**src/rtl/uart_pkg.sv**
```systemverilog
// Shared UART definitions: parity modes, transmitter FSM states and frame-length helper.
package uart_pkg;

  typedef enum logic [1:0] {
    PAR_NONE = 2'd0,
    PAR_ODD  = 2'd1,
    PAR_EVEN = 2'd2
  } parity_e;

  typedef enum logic [2:0] {
    ST_IDLE,
    ST_START,
    ST_DATA,
    ST_PARITY,
    ST_STOP
  } tx_state_e;

  // Cycles from start-bit edge to end of the last stop bit.
  function automatic int frame_cycles(int clkdiv, int data_bits, int parity, int stop_bits);
    return clkdiv * (1 + data_bits + ((parity != int'(PAR_NONE)) ? 1 : 0) + stop_bits);
  endfunction

endpackage

```
**src/rtl/uart_sync_fifo.sv**
```systemverilog
// Single-clock FIFO with combinational read of the head entry; push when full and
// pop when empty are ignored. A pop never frees a slot for a push in the same cycle.
module uart_sync_fifo #(
  parameter int WIDTH = 8,
  parameter int DEPTH = 4
) (
  input  logic                     clk,
  input  logic                     rst,
  input  logic                     push,
  input  logic [WIDTH-1:0]         push_data,
  input  logic                     pop,
  output logic [WIDTH-1:0]         pop_data,
  output logic [$clog2(DEPTH):0]   level
);

  localparam int AW = $clog2(DEPTH);
  localparam logic [AW:0] FULL_LEVEL = (AW+1)'(DEPTH);

  if ((DEPTH < 2) || ((DEPTH & (DEPTH - 1)) != 0)) begin : g_bad_depth
    $error("uart_sync_fifo: DEPTH must be a power of 2 and >= 2");
  end

  logic [WIDTH-1:0] mem_q [DEPTH];
  logic [AW-1:0]    wr_ptr_q, wr_ptr_d;
  logic [AW-1:0]    rd_ptr_q, rd_ptr_d;
  logic [AW:0]      level_q, level_d;
  logic             do_push;
  logic             do_pop;

  always_comb begin
    do_push  = push && (level_q != FULL_LEVEL);
    do_pop   = pop && (level_q != '0);
    wr_ptr_d = do_push ? wr_ptr_q + 1'b1 : wr_ptr_q;
    rd_ptr_d = do_pop ? rd_ptr_q + 1'b1 : rd_ptr_q;
    level_d  = level_q;
    if (do_push && !do_pop) begin
      level_d = level_q + 1'b1;
    end else if (!do_push && do_pop) begin
      level_d = level_q - 1'b1;
    end
  end

  always_ff @(posedge clk) begin
    if (rst) begin
      wr_ptr_q <= '0;
      rd_ptr_q <= '0;
      level_q  <= '0;
    end else begin
      wr_ptr_q <= wr_ptr_d;
      rd_ptr_q <= rd_ptr_d;
      level_q  <= level_d;
    end
  end

  always_ff @(posedge clk) begin
    if (do_push) begin
      mem_q[wr_ptr_q] <= push_data;
    end
  end

  assign pop_data = mem_q[rd_ptr_q];
  assign level    = level_q;

endmodule

```
**src/rtl/uart_tx_fifo.sv**
```systemverilog
// FIFO-fed UART transmitter: configurable data width, parity and stop bits; frames
// are sent back to back while the FIFO holds data. tx_pin lags the FSM by one cycle.
module uart_tx_fifo
  import uart_pkg::*;
#(
  parameter int CLKDIV     = 128,
  parameter int DATA_BITS  = 8,
  parameter int PARITY     = 0,
  parameter int STOP_BITS  = 2,
  parameter int FIFO_DEPTH = 4
) (
  input  logic                          clk,
  input  logic                          rst,
  input  logic [DATA_BITS-1:0]          s_data,
  input  logic                          s_valid,
  output logic                          s_ready,
  output logic                          tx_pin,
  output logic                          tx_busy,
  output logic [$clog2(FIFO_DEPTH):0]   fifo_level
);

  if (CLKDIV < 2) begin : g_bad_clkdiv
    $error("uart_tx_fifo: CLKDIV must be >= 2");
  end
  if ((DATA_BITS < 5) || (DATA_BITS > 9)) begin : g_bad_data_bits
    $error("uart_tx_fifo: DATA_BITS must be 5..9");
  end
  if ((PARITY < 0) || (PARITY > 2)) begin : g_bad_parity
    $error("uart_tx_fifo: PARITY must be 0, 1 or 2");
  end
  if ((STOP_BITS < 1) || (STOP_BITS > 2)) begin : g_bad_stop_bits
    $error("uart_tx_fifo: STOP_BITS must be 1 or 2");
  end

  localparam int BAUD_W = $clog2(CLKDIV);
  localparam int BIT_W  = $clog2(DATA_BITS);
  localparam int LVL_W  = $clog2(FIFO_DEPTH) + 1;

  localparam logic [BAUD_W-1:0] BAUD_LAST   = BAUD_W'(CLKDIV - 1);
  localparam logic [BIT_W-1:0]  DATA_LAST   = BIT_W'(DATA_BITS - 1);
  localparam logic [BIT_W-1:0]  STOP_LAST   = BIT_W'(STOP_BITS - 1);
  localparam logic [LVL_W-1:0]  FULL_LEVEL  = LVL_W'(FIFO_DEPTH);
  localparam bit                HAS_PARITY  = (PARITY != int'(PAR_NONE));
  localparam bit                PAR_IS_EVEN = (PARITY == int'(PAR_EVEN));

  tx_state_e              state_q, state_d;
  logic [BAUD_W-1:0]      baud_q, baud_d;
  logic [BIT_W-1:0]       bit_q, bit_d;
  logic [DATA_BITS-1:0]   shift_q, shift_d;
  logic                   par_q, par_d;
  logic                   tx_pin_q, tx_pin_d;
  logic                   push;
  logic                   pop;
  logic                   load;
  logic                   baud_done;
  logic                   fifo_has_data;
  logic [DATA_BITS-1:0]   pop_data;

  uart_sync_fifo #(
    .WIDTH (DATA_BITS),
    .DEPTH (FIFO_DEPTH)
  ) u_fifo (
    .clk       (clk),
    .rst       (rst),
    .push      (push),
    .push_data (s_data),
    .pop       (pop),
    .pop_data  (pop_data),
    .level     (fifo_level)
  );

  assign s_ready       = (fifo_level != FULL_LEVEL);
  assign push          = s_valid && s_ready;
  assign fifo_has_data = (fifo_level != '0);
  assign baud_done     = (baud_q == '0);
  assign tx_busy       = (state_q != ST_IDLE) || fifo_has_data;

  always_comb begin
    state_d = state_q;
    baud_d  = baud_q;
    bit_d   = bit_q;
    shift_d = shift_q;
    par_d   = par_q;
    load    = 1'b0;
    if ((state_q != ST_IDLE) && !baud_done) begin
      baud_d = baud_q - 1'b1;
    end
    case (state_q)
      ST_IDLE: begin
        load = fifo_has_data;
      end
      ST_START: begin
        if (baud_done) begin
          state_d = ST_DATA;
          baud_d  = BAUD_LAST;
          bit_d   = '0;
        end
      end
      ST_DATA: begin
        if (baud_done) begin
          baud_d  = BAUD_LAST;
          shift_d = shift_q >> 1;
          if (bit_q == DATA_LAST) begin
            bit_d   = '0;
            state_d = HAS_PARITY ? ST_PARITY : ST_STOP;
          end else begin
            bit_d = bit_q + 1'b1;
          end
        end
      end
      ST_PARITY: begin
        if (baud_done) begin
          state_d = ST_STOP;
          baud_d  = BAUD_LAST;
          bit_d   = '0;
        end
      end
      ST_STOP: begin
        if (baud_done) begin
          baud_d = BAUD_LAST;
          if (bit_q == STOP_LAST) begin
            state_d = ST_IDLE;
            load    = fifo_has_data;
          end else begin
            bit_d = bit_q + 1'b1;
          end
        end
      end
      default: state_d = ST_IDLE;
    endcase
    // Loading straight from the last stop cycle gives a zero-gap next start bit.
    if (load) begin
      state_d = ST_START;
      baud_d  = BAUD_LAST;
      bit_d   = '0;
      shift_d = pop_data;
      par_d   = PAR_IS_EVEN ? ^pop_data : ~^pop_data;
    end
    pop = load;
  end

  always_comb begin
    case (state_q)
      ST_START:  tx_pin_d = 1'b0;
      ST_DATA:   tx_pin_d = shift_q[0];
      ST_PARITY: tx_pin_d = par_q;
      default:   tx_pin_d = 1'b1;
    endcase
  end

  always_ff @(posedge clk) begin
    if (rst) begin
      state_q  <= ST_IDLE;
      baud_q   <= '0;
      bit_q    <= '0;
      shift_q  <= '0;
      par_q    <= 1'b0;
      tx_pin_q <= 1'b1;
    end else begin
      state_q  <= state_d;
      baud_q   <= baud_d;
      bit_q    <= bit_d;
      shift_q  <= shift_d;
      par_q    <= par_d;
      tx_pin_q <= tx_pin_d;
    end
  end

  assign tx_pin = tx_pin_q;

endmodule

```
**config.mk**
```make
export PLATFORM = sky130hd
export DESIGN_NAME = uart_tx_fifo
export DESIGN_NICKNAME = d
export VERILOG_FILES = /design/src/rtl/uart_pkg.sv /design/src/rtl/uart_sync_fifo.sv /design/src/rtl/uart_tx_fifo.sv
export SDC_FILE = /design/constraint.sdc
export NUM_CORES = 1
export LEC_CHECK = 0
export ABC_AREA = 1
export CAP_MARGIN = 20
export CORE_MARGIN = 8
export CORE_UTILIZATION = 55
export CTS_CLUSTER_SIZE = 28
export DETAILED_ROUTE_END_ITERATION = 6
export PLACE_DENSITY_LB_ADDON = 0.3
export SETUP_SLACK_MARGIN = 0.5
export SYNTH_ARGS = -nofsm -noshare
export SYNTH_HDL_FRONTEND = slang
export SYNTH_HIERARCHICAL = 1
export SYNTH_SLANG_ARGS = --single-unit
```
**constraint.sdc**
```tcl
create_clock -name clk -period 3.21 [get_ports clk]
set_input_delay 0.8025 -clock clk [delete_from_list [all_inputs] [get_ports clk]]
set_output_delay 0.8025 -clock clk [all_outputs]
set_load 0.1 [all_outputs]
```
======== Word-level counts from Yosys, hierarchy flattened ========
Memories as Yosys holds them, arrays and structs flattened. A register that Yosys moved wholly into a read port is not among the register bits.
Index checks and enable logic that the tools add are counted.
operators by class
  add/subtract/negate cells ............... 6
  equality and inequality tests ........... 22
  mux-type cells .......................... 31
  bitwise gates (word level) .............. 1
  reductions and logical operators ........ 26
operators by type and width
  kind                   count
  $mux W3                13
  $mux W7                4
  $mux W8                3
  $ne A3 B2 Y1 const B   6
  $pmux W3 S5            1
  $ne A2 B2 Y1 const B   7
  $reduce_and A7 Y1      2
  $pmux W3 S3            1
  $reduce_bool A3 Y1     3
  $reduce_xnor A8 Y1     1
  $logic_not A7 Y1       1
  $sub A7 B1 Y7 const B  1
  $add A3 B1 Y3 const B  2
  $eq A3 B1 Y1 const B   2
  $eq A3 B2 Y1 const B   2
  $eq A3 B3 Y1 const B   2
  $logic_and A1 B1 Y1    6
  $reduce_bool A2 Y1     3
  $mux W1                5
  $reduce_and A5 Y1      1
  $add A2 B1 Y2 const B  2
  $mux W2                2
  $ne A2 B1 Y1 const B   2
  $reduce_or A2 Y1       2
  10 further kinds       12
storage, ports and cells
  flip-flop bits (word level) ............. 30
  memory bits (writable) .................. 32
  output and inout bits ................... 6
  word-level logic and storage cells ...... 97
  memories kept ........................... 1
memories
  memory        words  bits a word  rd ports  clocked after memory_dff  write ports  line                  RTL
  u_fifo.mem_q  4      8            1         1                         1            uart_sync_fifo.sv:23  logic [WIDTH-1:0] mem_q [DEPTH];

======== Depth between registers and ports, before layout ========
Gate-level depths: netlist of run 1.
  depth in word-level cells ............... 8
  gate-level depth with buffers ........... 19
  gate-level depth less buffers ........... 18

======== Hierarchy ========
The synthesis of run 1 kept the hierarchy.
by module, submodules not included
  module          times used  cells an instance  area each (um^2)  sequential area each (um^2)
  uart_sync_fifo  1           144                1675.4            1141.1
  uart_tx_fifo    1           228                1526.5            460.4

======== Worst setup path before layout of run 1 ========
Ideal clock, no wire load.
  path type ............................... reg-to-output
  start ................................... reg u_fifo.level_q[1] (netlist: u_fifo/level[1])
  end ..................................... out tx_busy
  data arrival time ....................... 2.407 ns
  slack ................................... 0.001 ns
  stages on the path, launching flop included .. 6
  buffers on the path ..................... 1
  cell sequence ........................... dfxtp_1 > nor2_1 > a21oi_2 > nand3_4 > buf_4 > nand2_1
between the ends
  cells in the longest elaborated chain, start to end .. 2
RTL lines
  what                    line                  RTL
  start, declared         uart_sync_fifo.sv:26  logic [AW:0] level_q, level_d;
  start signal, assigned  uart_sync_fifo.sv:51  level_q <= level_d;
  $reduce_bool A3 Y1      uart_tx_fifo.sv:74    assign fifo_has_data = (fifo_level != '0);
  $logic_or A1 B1 Y1      uart_tx_fifo.sv:76    assign tx_busy = (state_q != ST_IDLE) || fifo_has_data;
  end, declared           uart_tx_fifo.sv:18    output logic tx_busy,
Every way passes these cells.

==> results of run 1 <==
through the flow:
| stage | setup slack (ns) | power (mW) |
|---|---|---|
| floorplan | 0.644 | 2.84 |
| global placement | 0.373 | 3.18 |
| detailed placement | 0.227 | 3.24 |
| CTS | 0.589 | 3.93 |
| global route | 0.507 | 4.21 |
| finish | 0.664 | 3.91 |
power groups by stage:
| stage | Combinational (mW) | Sequential, mW | Clock, mW |
|---|---|---|---|
| 2_1_floorplan | 1.53 | 1.31 | 0 |
| 3_3_place_gp | 1.94 | 1.24 | 0 |
| 3_5_place_dp | 1.99 | 1.24 | 0 |
| 4_1_cts | 2.02 | 1.23 | 0.686 |
| 5_1_grt | 2.23 | 1.25 | 0.722 |
| 6_report | 2.01 | 1.23 | 0.669 |
sequential cells by signal, summed over array words and instances, names as in the netlist, named ones only:
register / count
u_fifo/level: 3
bit_q: 3
state_q: 3
shift_q: 8
u_fifo/mem_q: 32
u_fifo/wr_ptr_q: 2
par_q: 1
tx_pin: 1
baud_q: 7
u_fifo/rd_ptr_q: 2
cells in the final DEF, fill, tap and decap left out, drive strengths merged, types with 5 or more instances in the layout:
cell type	n
nand3	18
o22ai	8
edfxtp	32
a21oi	19
clkinv	5
dfxtp	32
clkbuf	9
buf	13
o21ai	30
nand2	81
inv	47
ha	10
nor2	68
clkdlybuf4s50	10
layout make-up:
type	count	share of cell area, %
tap	72	2.47
inverter	47	4.90
sequential	64	44.0
timing repair buffer	23	5.76
clock inverter	7	1.99
multi-input combinational	254	37.5
clock buffer	9	3.39
logic make-up (layout without fill, tap and decap cells):
kind of cell             Yosys count  count (layout)  synth area share [%]
flip-flops                        64              64                  50.0
XOR/XNOR                           8               8                  2.19
adder cells (fa/ha/maj)           11              11                  4.53
AND/OR/NAND/NOR                  175             175                  25.3
AO/OA/AOI/OAI                     60              60                  10.7
buffers and inverters             54              86                  7.27
metal layers:
layer / vias up / GRT usage [%] / wire [um]
met3: 10 / 5.00 / 299
met2: 55 / 25.5 / 2910
met4: 0 / 6.58 / 114
li1: 1264 / - / -
met1: 1146 / 16.9 / 2730
met5: - / 0 / 0
repair_timing:
action | CTS | global route
gates resized for setup | 0 | 1
pin swaps | 0 | 0
hold buffers | 0 | 0
setup endpoints to repair | 1 | 2
buffers inserted | 1 | 0
critical path, stage by stage (launching register included):
cell	delay, ns
dfxtp_1	0.31
inv_1	0.12
ha_1	0.17
inv_1	0.05
nor2_2	0.13
nand3_4	0.15
nand2_8	0.12
nand3_4	0.07
nand2_2	0.11
buf_12	0.18
worst max-delay path by stage:
| stage | slack (ns) | endpoint | cells after the start | start |
|---|---|---|---|---|
| after floorplan | 0.64 | tx_busy | 5 | u_fifo/level[1] |
| after global placement | 0.37 | u_fifo/level[2] | 13 | s_valid |
| after detailed placement | 0.23 | u_fifo/level[2] | 13 | s_valid |
| after CTS | 0.59 | u_fifo/level[2] | 13 | s_valid |
| after global routing | 0.51 | u_fifo/level[2] | 13 | s_valid |
| final | 0.66 | tx_busy | 9 | baud_q[0] |
==> impl_metrics.ini, run 1 <==
[timing]
finalSetupViolCount = 0
setup_tns_ns = 0
fin_skew_ns = 0.00736
slew_viol_final = 0
post-route-min-period_ns = 2.55
timing.final.crit_share_pct = 79.3
hold-worst-slack_ns = 0.482
finalHoldViolations = 0
rsz0062_at_grt = false
tightest_slew_ns = 0.694
clock.fmax_mhz = 393
slew_headroom_pct = 53.6

[logic_synthesis]
ys_ff_latch = 64
synthTopCellsByArea = edfxtp_1 30%, dfxtp_1 20%, nand2_1 8.7%
synth_edf_count = 32
synth_area_leader_cell = edfxtp_1
synth.distinct_cells = 37
yosysTopAreaCellShare_pct = 30.0
ys.flop_type = edfxtp_1
synth_area_mm2 = 0.00320
ys_warn_count = 6
seq_area_frac_synth_pct = 50.0
synth_fp_nets = 394
yosysMostFrequentCell = nand2_1
ys_async_sr_fraction_pct = 0
synth_common_cells = 74 x nand2_1, 61 x nor2_1, 42 x inv_1, 32 x dfxtp_1, 32 x edfxtp_1
syn_inst = 372
synth_area_per_cell_um2 = 8.61

[placement]
gp_congestion = 0.803
portBuffers = 16
place_area_mm2 = 0.00345
dp_cells = 459
hpwlAfterDp_um = 4350

[grt]
antenna_found_initial = 0
grt_remaining_overflow = 0
grt_max_degree = 18
grt_pass1_wl_um = 10400
first_global_vias = 2414
grt.total_usage_pct = 15.0

[route]
drc = 0
firstDrtPassIters = 4
drt_iter0_drc = 114
drt-vias-per-instance = 5.20
wirelength_um = 6050
ant_nets = 0
vias = 2475
wl_per_cell_um = 12.7

[hold_path]
min_from = shift_q[6]
hp-class = flip-flop to flip-flop
worstHoldEndpoint = shift_q[6]
hold_depth = 2

[floorplanning]
core_mm2 = 0.00557
ios = 17
dieWidth_um = 92.3
start_util_pct = 57.4
die_h_um = 92.3
num_rows = 27
dieArea_mm2 = 0.00852

[clocking]
clk_latency_ns = 0.33
htree_levels = 3
cts_tree = built
clock-sinks = 64
cts_buffers = 9
ctsLongestPathBuffers = 2
path_clk_slew_ns = 0.07
cts_root_buf = clkbuf_8

[finish]
nFillCells = 467
syn2layout_area_growth_pct = 14.0
diodes = 0
drive_above_1_share_pct = 14.9
nets = 421
final_util_pct = 65.5
stdcell_area_mm2 = 0.00365
multi_input_area_mm2 = 0.00137
seq_area_mm2 = 0.00161
fin_cells = 476

[setup_path]
rrSetupSlack_ns = 0.89
worstPathArrival_ns = 1.74
reg2regPathDepth = 14
critPathMaxFanout = 7
cp-end-kind = output pin
r2r-start = baud_q[0]
r2r-end = u_fifo/level[1]
path_class = flip-flop to output pin
startpoint_type = flip-flop
worstPathRequired_ns = 2.41

[power_and_ir_drop]
power.switching_mw = 1.79
power_density_mw_per_mm2 = 1070
vdd_drop_max_mv = 0.811
pwr-share-clk_pct = 17.1
seqPwrFrac_pct = 31.4
power_frac_comb_pct = 51.5
power.internal_mw = 2.12
leakage_nw = 1.49
switching_share_pct = 45.8

[status]
status = complete, no violations

[flow_run]
max_cap_viol_count = 0
No activity file was read; power rests on OpenSTA's default activity.
==> inputs of run 2 (changes only) <==
clock period = 2.6 ns   (was 3.21 ns; I/O delays follow)
==> run 2 against run 1 <==
Sequential share of layout area is 2.8 points lower. Largest power group unchanged. Critical path type unchanged. Sequential power is 24% higher. Clock-buffer cell count stayed put. Clock power is 29% higher.
==> impl_metrics.ini, run 2 (synthesis results as in run 1) <==
[status]
status = complete, no violations

[route]
firstDrtPassIters = 4
wirelength_um = 6670
ant_nets = 0
vias = 2550
drc = 0
drt-vias-per-instance = 5.15
wl_per_cell_um = 13.5
drt_iter0_drc = 151

[timing]
clock.fmax_mhz = 454
post-route-min-period_ns = 2.20
setup_tns_ns = 0
rsz0062_at_grt = true
finalSetupViolCount = 0
fin_skew_ns = 0.00463
tightest_slew_ns = 0.592
timing.final.crit_share_pct = 84.6
hold-worst-slack_ns = 0.485
slew_viol_final = 0
finalHoldViolations = 0
slew_headroom_pct = 60.4
fin_ws_ns = 0.399

[hold_path]
hold_depth = 2
worstHoldEndpoint = shift_q[6]
min_from = shift_q[6]
hp-class = flip-flop to flip-flop

[clocking]
cts_root_buf = clkbuf_8
cts_tree = built
ctsLongestPathBuffers = 2
clk_latency_ns = 0.34
cts-hold-fix-buffers = 0
cts_buffers = 9
path_clk_slew_ns = 0.07
clock-sinks = 64
htree_levels = 3

[setup_path]
r2r-end = u_fifo/level[2]
cp_slowest_stage_delay_ns = 0.33
cp_cell_sequence = inv_2, ha_4, inv_2, nor2_4, nand3_4, nand2_8, nand3_4, nand2_4, buf_12
crit_slowest_cell = dfxtp_2
reg2regPathDepth = 17
path_class = flip-flop to output pin
r2r-start = baud_q[1]
worstPathRequired_ns = 1.95
startpoint_type = flip-flop
worstPathArrival_ns = 1.55
rrSetupSlack_ns = 0.44
path_delay_family = simple AND/OR/NAND/NOR gates
crit_buf_inv = 3
cp-end-kind = output pin
critPathMaxFanout = 4

[finish]
top_regs = u_fifo/mem_q (32), shift_q (8), baud_q (7)
largest-register = u_fifo/mem_q
largest_register_ffs = 32
stdcell_area_mm2 = 0.00394
syn2layout_area_growth_pct = 23.1
layout_common_cells = 71 x nand2_1, 60 x nor2_1, 36 x inv_1, 32 x edfxtp_1, 29 x buf_4
drive_above_1_share_pct = 24.6
final_common_cell = nand2_1
diodes = 0
nets = 440
nFillCells = 387

[power_and_ir_drop]
vdd_drop_max_mv = 1.00
power_density_mw_per_mm2 = 1340
leakage_nw = 1.61

[grt]
grt_pass1_wl_um = 11200
grt_remaining_overflow = 0
first_global_vias = 2542
antenna_found_initial = 0
grt.total_usage_pct = 16.4
grt_max_degree = 17

[floorplanning]
dieWidth_um = 92.3
ios = 17
num_rows = 27
start_util_pct = 57.4
dieArea_mm2 = 0.00852
core_mm2 = 0.00557
die_h_um = 92.3

[placement]
hpwlAfterDp_um = 4240
portBuffers = 16
gp_congestion = 0.798
pre_cts_ws_ns = 0.0172
place_area_mm2 = 0.00353

[flow_run]
max_cap_viol_count = 0
[run 2: final cells by class]
type | instances | area [um2] | area share [%]
Inverter | 47 | 184 | 4.67
Timing Repair Buffer | 42 | 369 | 9.37
Clock inverter | 7 | 81.3 | 2.06
Multi-Input combinational cell | 254 | 1470 | 37.3
Clock buffer | 9 | 124 | 3.14
Tap cell | 72 | 90.1 | 2.29
Sequential cell | 64 | 1620 | 41.1
[run 2: how the worst max path moves through the flow]
stage / slack [ns] / start / to / cells after the start
2_1_floorplan: 0.45 / baud_q[0] / u_fifo/level[1] / 15
3_3_place_gp: 0.10 / s_valid / u_fifo/level[2] / 13
3_5_place_dp: 0.02 / s_valid / u_fifo/level[2] / 13
4_1_cts: 0.41 / baud_q[1] / tx_busy / 9
5_1_grt: 0.33 / state_q[0] / tx_busy / 6
6_report: 0.40 / baud_q[1] / tx_busy / 9
[run 2: worst register-to-register path, cell delays in order, from the launching register on]
cell,delay (ns)
dfxtp_2,0.35
inv_2,0.06
ha_4,0.15
inv_2,0.06
nor2_4,0.04
nand3_4,0.09
nand2_8,0.07
buf_12,0.13
inv_6,0.07
nor2_4,0.04
nand2_4,0.07
ha_4,0.13
inv_2,0.04
fa_2,0.37
nand2_1,0.10
nand3_2,0.09
nor2_1,0.13
nor2_1,0.07
[run 2: per-layer routing]
metal	GRT usage [%]	up-vias	wire (um)
met1	19.4	1174	2940
met5	0	-	0
met4	8.05	0	136
met3	4.20	16	310
met2	27.2	56	3290
li1	-	1304	-
[run 2: timing repair]
item | in CTS | in global routing
setup buffers | 13 | 3
pin swaps | 8 | 1
gates resized for setup | 15 | 5
setup endpoints to repair | 3 | 4
hold endpoints to repair | 0 | 0
[run 2: through the flow]
step / utilization, % / power [mW] / std cells
floorplan: - / 3.60 / 372
global route: 70.7 / 5.71 / 495
global placement: 63.4 / 4.06 / 463
CTS: 69.7 / 5.17 / 492
finish: 70.7 / 5.30 / 495
detailed placement: 63.4 / 4.12 / 463
[run 2: power by group]
group          leakage, nW  switching, mW  internal, mW  total, mW
Combinational        0.953           1.80          1.11       2.90
Sequential           0.561          0.203          1.33       1.53
Clock                0.100          0.412         0.452      0.864
Total                 1.61           2.41          2.88       5.30
==> inputs of run 3 (changes only) <==
clock period = 2.1 ns   (was 2.6 ns; I/O delays follow)
==> run 3 against run 2 <==
The flow now finishes with violations (negative setup slack). Clock power rose by 66%. Utilization rose by 8.5 points. Critical path depth rose by 6. Final area rose by 12%. Worst setup slack got worse by 0.51 ns. Critical endpoint is now u_fifo/level[1]. Register-to-register slack got worse by 0.55 ns. Die area did not move.
==> impl_metrics.ini, run 3 (synthesis results as in run 1) <==
[grt]
grt_max_degree = 17
grt.total_usage_pct = 17.1
first_global_vias = 2541
antenna_found_initial = 0
grt_remaining_overflow = 0
grt_pass1_wl_um = 11500

[power_and_ir_drop]
pwr-share-clk_pct = 18.2
fin_total_pwr_mw = 7.85
power.internal_mw = 4.37
leakage_nw = 1.79
power_frac_comb_pct = 57.6
vdd_drop_max_mv = 1.58
seqPwrFrac_pct = 24.2
switching_share_pct = 44.4
power.switching_mw = 3.49
power_density_mw_per_mm2 = 1780

[setup_path]
crit_buf_inv = 5
crit_start = baud_q[1]
startpoint_type = flip-flop
r2r-start = baud_q[1]
path_delay_family = adder cells
cp_cell_sequence = inv_2, ha_4, inv_2, nor2_4, nand3_4, nand2_8, buf_6, inv_6, nor2_4, nand2_4, ha_4, inv_4, fa_2, o21ai_2, nor2_1
worstPathRequired_ns = 2.35
crit_slowest_cell = fa_2
critPathMaxFanout = 3
cp-end-kind = flip-flop
path_class = flip-flop to flip-flop
cp_slowest_stage_delay_ns = 0.43
worstPathArrival_ns = 2.46

[timing]
setup_tns_ns = -0.270
finalHoldViolations = 0
post-route-min-period_ns = 2.21
timing.final.crit_share_pct = 105
clock.fmax_mhz = 453
fin_skew_ns = 0.00996
slew_headroom_pct = 55.0
fin_ws_ns = -0.110
rsz0062_at_grt = true
finalSetupViolCount = 3
slew_viol_final = 0
tightest_slew_ns = 0.673

[finish]
seq_area_mm2 = 0.00163
nFillCells = 312
final_common_cell = nand2_1
multi_input_area_mm2 = 0.00166
diodes = 0
largest_register_ffs = 32
syn2layout_area_growth_pct = 37.8
top_regs = u_fifo/mem_q (32), shift_q (8), baud_q (7)
layout_common_cells = 64 x nand2_1, 53 x nor2_1, 33 x inv_1, 32 x buf_4, 32 x edfxtp_1
largest-register = u_fifo/mem_q
nets = 456
drive_above_1_share_pct = 35.5

[placement]
gp_congestion = 0.825
hpwlAfterDp_um = 4480
portBuffers = 16

[clocking]
cts_buffers = 9
cts_tree = built
path_clk_slew_ns = 0.08
clock-sinks = 64
clk_latency_ns = 0.35
cts_root_buf = clkbuf_8
htree_levels = 3
cts-hold-fix-buffers = 0
ctsLongestPathBuffers = 2

[status]
status = complete, but fails checks
violations = negative setup slack

[route]
drt-vias-per-instance = 5.39
ant_nets = 0
drc = 0
firstDrtPassIters = 5
wl_per_cell_um = 16.0
drt_iter0_drc = 178
wirelength_um = 8180
vias = 2754

[flow_run]
max_cap_viol_count = 0

[floorplanning]
start_util_pct = 57.4
dieArea_mm2 = 0.00852
ios = 17
core_mm2 = 0.00557
num_rows = 27
dieWidth_um = 92.3
die_h_um = 92.3

[hold_path]
hp-class = flip-flop to flip-flop
min_from = shift_q[5]
[run 3: cell count changes in the layout (fill, tap and decap cells not counted), sizes merged]
cell    previous run  this run
buf               32        48
bufinv             1         4
clkinv             4         2
inv               48        47
[run 3: timing repair]
action | in CTS | in global routing
gates cloned | 1 | 0
buffers inserted | 16 | 6
resized for setup | 41 | 44
pin swaps | 20 | 26
setup endpoints to repair | 62 | 65
[run 3: routing by layer]
metal	track usage (%)	wire length, um	vias to the layer above	share of wire [%]
li1	-	-	1338	-
met1	19.6	3340	1300	41
met2	28.4	4210	91	51
met3	5.57	377	25	4.6
met4	7.65	250	0	3.1
met5	0	0	-	0
[run 3: final cells by class]
| cell class | count | share of cell area, % |
|---|---|---|
| Timing Repair Buffer | 58 | 13.0 |
| Sequential cell | 64 | 36.8 |
| Multi-Input combinational cell | 254 | 37.7 |
| Inverter | 47 | 4.37 |
| Tap cell | 72 | 2.04 |
| Clock buffer | 9 | 2.81 |
| Clock inverter | 7 | 3.23 |
[run 3: power groups by stage]
stage	clock, mW	sequential [mW]	combinational (mW)
6_report	1.43	1.90	4.53
5_1_grt	1.49	1.93	4.84
4_1_cts	1.43	1.88	3.97
3_5_place_dp	0	1.89	3.35
3_3_place_gp	0	1.88	3.27
2_1_floorplan	0	2.02	2.43
[run 3: stage by stage]
| step | util (%) | worst slack [ns] | hold WS, ns | instances | area, um2 |
|---|---|---|---|---|---|
| CTS | 75.4 | -0.0438 | 0.485 | 505 | 4200 |
| finish | 79.2 | -0.110 | 0.487 | 511 | 4410 |
| global placement | 65.1 | -0.271 | 0.469 | 472 | 3630 |
| detailed placement | 65.1 | -0.363 | 0.476 | 472 | 3630 |
| floorplan | - | -0.0496 | 0.459 | 372 | 3270 |
| global route | 79.2 | -0.190 | 0.506 | 511 | 4410 |
[run 3: worst paths after layout]
check / cells after the start / to / slack (ns)
min reg2reg: 2 / shift_q[5] / 0.49
min: 2 / shift_q[5] / 0.49
max: 15 / u_fifo/level[1] / -0.11
max reg2reg: 15 / u_fifo/level[1] / -0.11
[run 3: tightest hold or removal path, cell delays in order, from the launching register on]
cell and delay [ns]:
dfxtp_1 0.31, nand3_1 0.07, a21oi_1 0.06
